**config.mk**
```make
export PLATFORM = sky130hd
export DESIGN_NAME = nexys_starship_monster_scheduler
export DESIGN_NICKNAME = d
export VERILOG_FILES = /design/src/rtl/nexys_starship_monster_scheduler.sv
export SDC_FILE = /design/constraint.sdc
export NUM_CORES = 1
export LEC_CHECK = 0
export ABC_AREA = 1
export BUFFER_PORTS_ARGS = -buffer_cell sky130_fd_sc_hd__buf_2
export CORE_ASPECT_RATIO = 1.1
export CORE_MARGIN = 1
export CORE_UTILIZATION = 35
export DETAILED_ROUTE_END_ITERATION = 7
export PLACE_DENSITY = 0.6
export SKIP_CTS_REPAIR_TIMING = 1
export SLEW_MARGIN = 15
export SYNTH_ARGS = -nofsm -noshare
export SYNTH_HDL_FRONTEND = slang
export SYNTH_SLANG_ARGS = --single-unit
```
**constraint.sdc**
```tcl
create_clock -name board_clk -period 4.25 [get_ports board_clk]
set_clock_uncertainty 0.05 [all_clocks]
set_input_delay 0.2125 -clock board_clk [delete_from_list [all_inputs] [get_ports board_clk]]
set_output_delay 0.2125 -clock board_clk [all_outputs]
set_load 0.05 [all_outputs]
```
**src/rtl/nexys_starship_monster_scheduler.sv**
```systemverilog
`default_nettype none
// ==========================================================================
// nexys_starship_monster_scheduler - paced, LFSR-steered monster spawn requests
// Rev 1.0
// ==========================================================================
module nexys_starship_monster_scheduler #(
  parameter int          SPAWN_PERIOD = 100000000,
  parameter int          MIN_PERIOD   = 25000000,
  parameter int          PERIOD_STEP  = 10000000,
  parameter int          TIMER_W      = 27,
  parameter logic [15:0] LFSR_SEED    = 16'hACE1
) (
  input  logic       board_clk,
  input  logic       Reset,
  input  logic       play_flag,
  input  logic       game_over,
  input  logic [3:0] busy,
  output logic [3:0] spawn,
  output logic [7:0] rand_out,
  output logic [7:0] spawn_count,
  output logic       q_Idle,
  output logic       q_Wait,
  output logic       q_Pick,
  output logic       q_Issue
);

  localparam logic [15:0]        c_SEED  = (LFSR_SEED == 16'h0000) ? 16'h0001 : LFSR_SEED;
  localparam logic [15:0]        c_MASK  = 16'hB400;
  localparam logic [TIMER_W-1:0] c_SPAWN = TIMER_W'(SPAWN_PERIOD);
  localparam logic [TIMER_W-1:0] c_MIN   = TIMER_W'(MIN_PERIOD);
  localparam logic [TIMER_W-1:0] c_STEP  = TIMER_W'(PERIOD_STEP);
  localparam logic [TIMER_W-1:0] c_ONE   = TIMER_W'(1);
  localparam logic [TIMER_W:0]   c_FLOOR = (TIMER_W+1)'(MIN_PERIOD) + (TIMER_W+1)'(PERIOD_STEP);

  typedef enum logic [3:0] {
    S_IDLE  = 4'b0001,
    S_WAIT  = 4'b0010,
    S_PICK  = 4'b0100,
    S_ISSUE = 4'b1000
  } state_t;

  state_t             state_q;
  logic [15:0]        lfsr_q;
  logic [15:0]        lfsr_d;
  logic [TIMER_W-1:0] timer_q;
  logic [TIMER_W-1:0] period_q;
  logic [TIMER_W-1:0] period_d;
  logic [7:0]         count_q;
  logic [7:0]         count_d;
  logic [3:0]         spawn_q;
  logic [3:0]         pick_d;
  logic               pick_found;
  logic [1:0]         side_idx;
  logic               abort;

  assign abort = game_over | ~play_flag;

  always_comb begin
    lfsr_d = {1'b0, lfsr_q[15:1]} ^ (lfsr_q[0] ? c_MASK : 16'h0000);

    count_d = (count_q == 8'hFF) ? count_q : count_q + 8'd1;

    // Period shrinks on every 8th spawn; the floor comparison is done one bit
    // wider so MIN_PERIOD + PERIOD_STEP cannot wrap.
    period_d = period_q;
    if (count_d[2:0] == 3'b000) begin
      if ({1'b0, period_q} >= c_FLOOR) begin
        period_d = period_q - c_STEP;
      end else begin
        period_d = c_MIN;
      end
    end
  end

  // First free side in round-robin order starting from the LFSR candidate.
  always_comb begin
    pick_found = 1'b0;
    pick_d     = 4'b0000;
    side_idx   = 2'b00;
    for (int i = 0; i < 4; i++) begin
      side_idx = lfsr_q[1:0] + 2'(i);
      if (!pick_found && !busy[side_idx]) begin
        pick_found = 1'b1;
        pick_d     = 4'b0001 << side_idx;
      end
    end
  end

  always_ff @(posedge board_clk or posedge Reset) begin
    if (Reset) begin
      state_q  <= S_IDLE;
      lfsr_q   <= c_SEED;
      timer_q  <= '0;
      period_q <= c_SPAWN;
      count_q  <= 8'd0;
      spawn_q  <= 4'b0000;
    end else begin
      lfsr_q <= lfsr_d;
      case (state_q)
        S_IDLE: begin
          spawn_q <= 4'b0000;
          if (!abort) begin
            state_q  <= S_WAIT;
            timer_q  <= c_SPAWN - c_ONE;
            period_q <= c_SPAWN;
            count_q  <= 8'd0;
          end
        end
        S_WAIT: begin
          if (abort) begin
            state_q <= S_IDLE;
          end else if (timer_q == '0) begin
            state_q <= S_PICK;
          end else begin
            timer_q <= timer_q - c_ONE;
          end
        end
        S_PICK: begin
          if (abort) begin
            state_q <= S_IDLE;
          end else if (pick_found) begin
            spawn_q <= pick_d;
            state_q <= S_ISSUE;
          end else begin
            timer_q <= period_q - c_ONE;
            state_q <= S_WAIT;
          end
        end
        S_ISSUE: begin
          // The registered spawn always completes; abort only redirects the exit.
          spawn_q  <= 4'b0000;
          count_q  <= count_d;
          period_q <= period_d;
          timer_q  <= period_d - c_ONE;
          state_q  <= abort ? S_IDLE : S_WAIT;
        end
        default: begin
          spawn_q <= 4'b0000;
          state_q <= S_IDLE;
        end
      endcase
    end
  end

  assign spawn       = spawn_q;
  assign rand_out    = lfsr_q[7:0];
  assign spawn_count = count_q;
  assign q_Idle      = (state_q == S_IDLE);
  assign q_Wait      = (state_q == S_WAIT);
  assign q_Pick      = (state_q == S_PICK);
  assign q_Issue     = (state_q == S_ISSUE);

endmodule
`default_nettype wire

```
# After elaboration in Yosys (flattened, before gate mapping)
# Cells that the tools add are included.
[op_classes] addsub=8 order_cmp=5 eq_ne=13 shift=4 mux=40 bitwise=4 n_reduce_logical=17
[op_table] op="two-way mux 27 bit" n=8
[op_table] op="one-hot mux 27 bit (4 select lines)" n=1
[op_table] op="subtractor 27 x 1 -> 27 bit, second input constant" n=3
[op_table] op="one-hot mux 27 bit (2 select lines)" n=1
[op_table] op="two-way mux 4 bit" n=11
[op_table] op="greater-or-equal comparator 27 x 26 -> 1 bit, second input constant" n=1
[op_table] op="zero test 27 bit" n=1
[op_table] op="subtractor 27 x 24 -> 27 bit, second input constant" n=1
[op_table] op="two-way mux 16 bit" n=1
[op_table] op="two-way mux 8 bit" n=2
[op_table] op="one-hot mux 4 bit (4 select lines)" n=1
[op_table] op="one-hot mux 8 bit (2 select lines)" n=1
[op_table] op="left shift 1 x 2 -> 4 bit, first input constant" n=4
[op_table] op="bitwise XOR 15 x 16 -> 16 bit" n=1
[op_table] op="< comparator 2 x 3 -> 1 bit, second input constant" n=4
[op_table] op="inequality test 2 bit, second input constant" n=6
[op_table] op="adder 8 x 1 -> 8 bit, second input constant" n=1
[op_table] op="binary-select mux 1 bit (select 2 bit)" n=4
[op_table] op="== test 8 bit, second input constant" n=1
[op_table] op="two-way mux 1 bit" n=8
[op_table] op="one-hot mux 4 bit (2 select lines)" n=1
[op_table] op="AND reduction 3 bit" n=2
[op_table] op="AND reduction 6 bit" n=1
[op_table] op="zero test 1 bit" n=5
[op_table] op="16 further kinds" n=21
[word_totals] reg_bits=86 in_bits=8 output_inout_bits=24 elab_cells=98

# Logic depth before layout (Yosys ltp)
# Gate-level depths: netlist of the first run.
[logic_depth] word_depth=15 ltp_mapped=23 ltp_nobuf=23

# Worst setup path after synthesis of the first run
# Ideal clock, no wire load.
[synth_path] path_type="register -> register" from="reg state_q[0]" to="reg period_q[0]" setup_ns=0.130 arrival_time_ns=3.224 required_time_ns=4.070 slack_ns=0.846 stages_incl_launch_ff=8 n_path_buf=0 synth_period_minus_slack_ns=3.404 cell_sequence="dfstp_2 -> inv_1 -> nor4_1 -> nand2_1 -> nand2_1 -> inv_1 -> nor2_1 -> nor2_1"
[synth_between] elab_chain_len=3 word_cells_on_any_way=6 classes_between="3 x eq/ne; 1 x mux; 2 x reduce/logical"
[synth_lines] element="start, declared" line_no="42" rtl="state_t state_q;"
[synth_lines] element="start signal, assigned" line_no="135" rtl="state_q <= abort ? S_IDLE : S_WAIT;"
[synth_lines] element="== test 4 x 1 -> 1 bit *"
[synth_lines] element="via q_Idle" line_no="21" rtl="output logic q_Idle,"
[synth_lines] element="inequality test 2 bit (no source line) or nonzero test 2 bit (tied branches)"
[synth_lines] element="AND reduction 2 bit (no source line)"
[synth_lines] element="end signal, assigned" line_no="94" rtl="period_q <= c_SPAWN;"
[synth_lines] element="end signal, assigned" line_no="105" rtl="period_q <= c_SPAWN;"
[synth_lines] element="end signal, assigned" line_no="133" rtl="period_q <= period_d;"
[synth_lines] element="end, declared" line_no="46" rtl="logic [TIMER_W-1:0] period_q;"
# The timed path passes the listed nets; every way through them passes the cells marked *.
# A chain may end at the register's enable or synchronous reset.

# Worst setup path after layout of the first run
[layout_path] from="reg period_q[8]" to="reg timer_q[22]"
[layout_between] elab_chain_len=5 word_cells_on_any_way=9 classes_between="3 x add/sub; 1 x order compare; 5 x mux"
[layout_lines] element="subtractor 27 x 24 -> 27 bit or greater-or-equal comparator 27 x 26 -> 1 bit (tied branches)" line_no="68, 67"
[layout_lines] element="two-way mux 27 bit" line_no="67" rtl="if ({1'b0, period_q} >= c_FLOOR) begin"
[layout_lines] element="two-way mux 27 bit" line_no="66" rtl="if (count_d[2:0] == 3'b000) begin"
[layout_lines] element="subtractor 27 x 1 -> 27 bit" line_no="134" rtl="timer_q <= period_d - c_ONE;"
[layout_lines] element="one-hot mux 27 bit (4 select lines) *" line_no="99" rtl="case (state_q)"
[layout_lines] element="end signal, assigned" line_no="104" rtl="timer_q <= c_SPAWN - c_ONE;"
[layout_lines] element="end signal, assigned" line_no="115" rtl="timer_q <= timer_q - c_ONE;"
[layout_lines] element="end signal, assigned" line_no="134"
[layout_lines] element="end, declared" line_no="45" rtl="logic [TIMER_W-1:0] timer_q;"
# Mark *: on every way between the ends. The rest lies on a longest branch, timed or not. The select of a mux whose other input is x is not followed.

==> results of run 1 <==
## state kept, by name, indices dropped and copies added, names as in the netlist
| name | flops |
|---|---|
| lfsr_q | 16 |
| period_q | 27 |
| spawn | 4 |
| spawn_count | 8 |
| state_q | 4 |
| timer_q | 27 |
## routing by layer
metal  vias up  track usage
met5         -            0
met4         0       0.0824
met3        36       0.0392
met2       159        0.339
met1      2763        0.267
li1       3036            -
## area by class of cell
type | instances | area, um^2 | share of cell area
multi-input cells | 647 | 3230 | 0.474
flip-flops and latches | 86 | 2180 | 0.319
inverters | 159 | 598 | 0.0876
well taps | 234 | 293 | 0.0429
repair buffers | 41 | 230 | 0.0337
clock buffers | 9 | 225 | 0.0330
clock inverters | 7 | 68.8 | 0.0101
## critical path, cell delays in order, from the launching register on
cell and delay, ps:
dfstp_2 580, inv_1 120, ha_1 200, nand2_1 60, nand2_1 50, nand3_1 60
nand2_1 60, nand2_1 100, nand3_2 310, nor2_1 300, a21boi_0 170, inv_1 120
ha_1 170, inv_1 50, nor2_2 160, nand3_1 150, nor2_4 150, nand2_4 90
nor2_4 130, nand2_1 60, nand2_1 50, nand3_1 60, o21ai_1 80, inv_1 50
## cell usage in the layout (no fill, tap or decap), types with 2 or more instances in the layout
cell type / Yosys / layout
inv_6: 0 / 3
nand4_1: 22 / 22
o21ai_2: 2 / 2
nor2_4: 8 / 8
o2111ai_1: 8 / 8
a22oi_1: 2 / 2
o21ai_1: 4 / 4
dfrtp_1: 65 / 65
ha_1: 8 / 8
inv_8: 0 / 3
dfstp_2: 21 / 21
buf_4: 10 / 10
clkbuf_16: 0 / 9
nand3b_1: 4 / 4
xor2_1: 5 / 5
o21bai_1: 3 / 3
nor2_2: 14 / 14
inv_2: 8 / 8
nor3_1: 9 / 9
nand2_2: 13 / 13
nand3_2: 5 / 5
a21oi_1: 32 / 32
nor2_1: 91 / 91
a32oi_1: 2 / 2
buf_2: 7 / 31
xnor2_1: 2 / 2
o22ai_1: 24 / 24
o21ai_0: 58 / 58
nor4_1: 5 / 5
a31oi_1: 3 / 3
inv_1: 150 / 149
nand3_1: 82 / 82
nand2_1: 229 / 229
## worst max path at each step
stage                              to  depth (start not counted)
after floorplan           period_q[0]                          7
after global placement    timer_q[18]                         23
after detailed placement  timer_q[22]                         23
after CTS                 timer_q[22]                         23
after global routing      timer_q[22]                         23
final                     timer_q[22]                         23
## logic make-up (layout without fill, tap and decap cells)
logic type,Yosys count,count (layout),synth area share
flip-flops,86,86,0.351
XOR/XNOR,7,7,0.00987
AO/OA/AOI/OAI,148,148,0.143
adder cells (fa/ha/maj),8,8,0.0161
buffers and inverters,189,216,0.129
AND/OR/NAND/NOR,484,484,0.351
## per-stage QoR
| step | util | instance area (um^2) | hold slack, ps |
|---|---|---|---|
| 2_1_floorplan | - | 6210 | 281 |
| 3_3_place_gp | 0.380 | 6530 | 283 |
| 3_5_place_dp | 0.380 | 6530 | 289 |
| 4_1_cts | 0.397 | 6830 | -33.3 |
| 5_1_grt | 0.397 | 6830 | 4.71 |
| 6_report | 0.397 | 6830 | -71.0 |
## report_power, final
group	internal [mW]	total (mW)	leakage (nW)	switching, mW
combinational	0.0155	0.0775	2.09	0.0619
clock	0.417	0.813	0.147	0.396
sequential	0.821	0.822	1.03	0.00103
total	1.25	1.71	3.27	0.459
==> out/qor.yml, run 1 <==
violations: "hold timing"
die_w_um: 129
wl_per_cell_um: 14.9
synthTopCellsByArea: "dfrtp_1 26%, nand2_1 14%, inv_1 9.1%"
leakage_nw: 3.27
r2r-start: "period_q[8]"
setup_viol: 0
arrival_ps: 3700
htree_levels: 3
synth_common_cells: "229 x nand2_1, 150 x inv_1, 91 x nor2_1"
route.met2.wl_um: 8210
cts_tree: "yes"
wl_met3_um: 855
filler_cell_count: 1824
ir_drop_uv: 186
gr-total-overflow: 0
nNetsFinal: 960
firstDrtPassIters: 5
clk_latency_ps: 370
cp_max_fo: 12
cts_made_buffers: 9
num_antenna_cells: 0
synth_most_common_cell: "nand2_1"
fin_hold_ws_ps: -71.0
ys_ff_latch: 86
rows: 50
path_clk_slew_ps: 70
clock-sinks: 86
die_area_um2: 18300
syn_inst: 922
rsz0062_at_grt: "no"
hold_violations: 40
slew_headroom: 0.445
clock_path_buffers: 2
placed_cells: 1167
power_mw: 1.71
drc: 0
fin_ws_ps: 749
synth-edff-count: 0
hpwl_um: 13300
hold_class: "in -> async"
synth.cell_area_um2: 6210
ys_warn_count: 0
coreArea_um2: 17200
fin_crit_sh: 0.824
syn_to_final_growth_pct: 9.85
synth.net_count: 938
grt_max_degree: 51
synth_cell_types: 46
netlist.area_leader.share: 0.262
place.gp.congestion: 0.917
detailedPlace.worstSlack_ps: 837
reg2reg_setup_slack_ps: 750
synth_async_sr_flop_share: 1.00
critPathKind: "reg -> reg"
routed_wl_um: 17700
startpoint_type: "register"
finalCriticalPeriod_ps: 3500
r2r_cells: 23
drv_cap: 0
grt_pass1_vias: 5654
track_usage: 0.207
drtAntennaViolNets: 0
io_pins: 32
avgSynthCellArea_um2: 6.74
drtIter0Drc: 554
yosys.area.top_type: "dfrtp_1"
outcome: "finished, violations left"
r2r-end: "timer_q[22]"
die_h_um: 142
worst_pin_slew_ps: 832
grt_pass1_wl_um: 28900
vias_per_cell: 5.07
start_util: 0.361
detailroute.via_count: 5994
drv_slew: 0
end_kind: "register"
yosysSeqAreaShare: 0.351
finalSetupTns_ps: 0
met1_length_um: 8160
critical_path.startpoint: "period_q[8]"
finalNonFillerCells: 1183
maxUsedRoutingLayer: "met4"
synth_ff_type: "dfrtp_1"
power_density_nw_per_um2: 251
antenna_found_initial: 0
critical_path_required_ps: 4450
drive_gt1_frac: 0.141
timing.fmax_ghz: 0.286
numPortBuffers: 31
cts-root-buf: "clkbuf_16"
Power figures use the tool's default switching activity.
==> run 2: changes to the inputs <==
--- a/config.mk
+++ b/config.mk
@@ -5,13 +5,13 @@
 export SDC_FILE = /design/constraint.sdc
 export NUM_CORES = 1
 export LEC_CHECK = 0
-export ABC_AREA = 1
+export ABC_AREA = 0
 export BUFFER_PORTS_ARGS = -buffer_cell sky130_fd_sc_hd__buf_2
 export CORE_ASPECT_RATIO = 1.1
 export CORE_MARGIN = 1
 export CORE_UTILIZATION = 35
 export DETAILED_ROUTE_END_ITERATION = 7
-export PLACE_DENSITY = 0.6
+export PLACE_DENSITY = 0.62
 export SKIP_CTS_REPAIR_TIMING = 1
 export SLEW_MARGIN = 15
 export SYNTH_ARGS = -nofsm -noshare
==> constraint.sdc (replaced) <==
create_clock -name board_clk -period 2.85 [get_ports board_clk]
set_clock_uncertainty 0.05 [all_clocks]
set_input_delay 0.1425 -clock board_clk [delete_from_list [all_inputs] [get_ports board_clk]]
set_output_delay 0.1425 -clock board_clk [all_outputs]
set_load 0.05 [all_outputs]
==> run 2 against run 1 <==
  * Register-to-register slack worse by 1100 ps
  * Power increased by 51%
  * Wire length increased by 16%
  * Critical path depth is 7 lower
  * Combinational power is 87% higher
  * Setup slack lost 1100 ps
  * Die area down 1.5%
  * Critical path type unchanged
  * Largest power group unchanged
  * Highest routed layer unchanged
  * Design area is 22% higher
  * The flow finishes with violations (setup timing)
==> out/qor.yml, run 2 <==
outcome: "finished, violations left"
violations: "setup timing"
start_util: 0.358
power_mw: 2.59
final_cell_mix: "179 x buf_4, 74 x nor2_1, 67 x nand2_1, 60 x a21oi_1, 58 x dfrtp_1"
cts_made_buffers: 9
setup_viol: 16
cpMostUsedCell: "nand2_2"
synth_cell_types: 95
detailroute.via_count: 6245
rsz0062_at_grt: "yes"
synth-edff-count: 0
power_density_nw_per_um2: 310
hold_violations: 0
cp_top_family: "compound AO/OA/AOI/OAI gates"
clock_path_buffers: 2
met1_length_um: 9170
die_w_um: 128
cts_tree: "yes"
worst_pin_slew_ps: 622
clk_latency_ps: 370
netlist.area_leader.share: 0.266
filler_cell_count: 1614
gr-total-overflow: 0
place.gp.congestion: 0.987
cts-root-buf: "clkbuf_16"
finalSetupTns_ps: -3630
critical_path_required_ps: 3080
grt_pass1_wl_um: 32800
end_kind: "register"
drv_slew: 0
final_util: 0.488
startpoint_type: "register"
die_h_um: 141
ys_warn_count: 0
fin_hold_ws_ps: 55.3
leakage_nw: 3.56
placed_cells: 1091
synth_common_cells: "76 x nor2_1, 69 x nand2_1, 65 x dfrtp_1"
synthTopCellsByArea: "dfrtp_1 27%, dfstp_2 9.0%, a21oi_1 5.1%"
route.met2.wl_um: 9790
synth.net_count: 723
grt_max_degree: 55
drtIter0Drc: 534
wl_met3_um: 962
htree_levels: 3
syn_inst: 707
coreArea_um2: 17100
slowest_delay_ps: 590
critPathKind: "reg -> reg"
hold_class: "in -> reg"
path_clk_slew_ps: 70
ys_ff_latch: 86
fin_crit_sh: 1.12
numPortBuffers: 31
synth_most_common_cell: "nor2_1"
yosys.area.top_type: "dfrtp_1"
slew_headroom: 0.583
layout_commonest_cell: "buf_4"
firstDrtPassIters: 5
clock-sinks: 86
drive_gt1_frac: 0.382
synth.cell_area_um2: 6120
rows: 50
drc: 0
synth_ff_type: "dfrtp_1"
num_antenna_cells: 0
io_pins: 32
cp_max_fo: 8
fin_area_um2: 8340
crit_chain: "inv_2, ha_4, a21oi_4, nor2_4, o31a_4, o21ai_4, nand2_2, a22oi_2, ha_2, nand2_2, nor2_2, and4bb_4, buf_6, nand4b_1, xnor2_1, a21oi_1"
track_usage: 0.234
synth_async_sr_flop_share: 1.00
syn_to_final_growth_pct: 36.2
ir_drop_uv: 261
nNetsFinal: 902
finalCriticalPeriod_ps: 3180
vias_per_cell: 5.55
arrival_ps: 3410
drv_cap: 0
yosysSeqAreaShare: 0.356
drtAntennaViolNets: 0
antenna_found_initial: 0
wl_per_cell_um: 18.2
finalNonFillerCells: 1125
avgSynthCellArea_um2: 8.66
detailedPlace.worstSlack_ps: -371
reg.largest.list: "period_q: 27 flops, timer_q: 27 flops, lfsr_q: 16 flops"
die_area_um2: 18000
hpwl_um: 15200
routed_wl_um: 20500
cp_num_buf_inv: 2
grt_pass1_vias: 5992
placed_area_um2: 7690
timing.fmax_ghz: 0.315
fin_ws_ps: -329
maxUsedRoutingLayer: "met4"
cp_slowest_cell: "dfstp_2"
## run 2: worst paths after layout
kind | endpoint | slack [ps] | cells past startpoint | start
min in group asynchronous | lfsr_q[4] | 330 | 3 | Reset
max | timer_q[20] | -330 | 16 | period_q[8]
max in group asynchronous | lfsr_q[7] | 1710 | 4 | Reset
max reg2reg | timer_q[20] | -330 | 16 | period_q[8]
min reg2reg | lfsr_q[7] | 300 | 0 | lfsr_q[8]
min | state_q[0] | 60 | 3 | game_over
## run 2: cell families (layout without fill, tap and decap cells)
group                    after synthesis  count (layout)  synth area share
AND/OR/NAND/NOR                      277             277             0.241
adder cells (fa/ha/maj)                8               8            0.0164
AO/OA/AOI/OAI                        222             223             0.253
buffers and inverters                 74             257            0.0679
XOR/XNOR                              31              31            0.0444
multiplexers                           9               9            0.0208
flip-flops                            86              86             0.356
## run 2: final cells by class
type	count	area [um^2]	area share
Tap cell	234	293	0.0351
Sequential cell	86	2190	0.262
Timing Repair Buffer	220	1650	0.197
Clock inverter	7	75.1	0.00901
Multi-Input combinational cell	548	3820	0.459
Inverter	21	85.1	0.0102
Clock buffer	9	225	0.0270
## run 2: power breakdown
group	leakage, nW	switching (mW)	total [mW]	internal (mW)
Clock	0.145	0.589	1.21	0.623
Combinational	2.40	0.0960	0.145	0.0492
Sequential	1.02	0.00296	1.23	1.22
## run 2: tightest hold or removal path, stage by stage
cell and delay, ps:
buf_2 70, nor2b_1 110, o21ai_0 110
## run 2: layer usage
metal,vias to the layer above,global-route usage
met1,3027,0.324
met4,0,0.0941
met2,201,0.368
met3,42,0.0315
li1,2975,-
met5,-,0
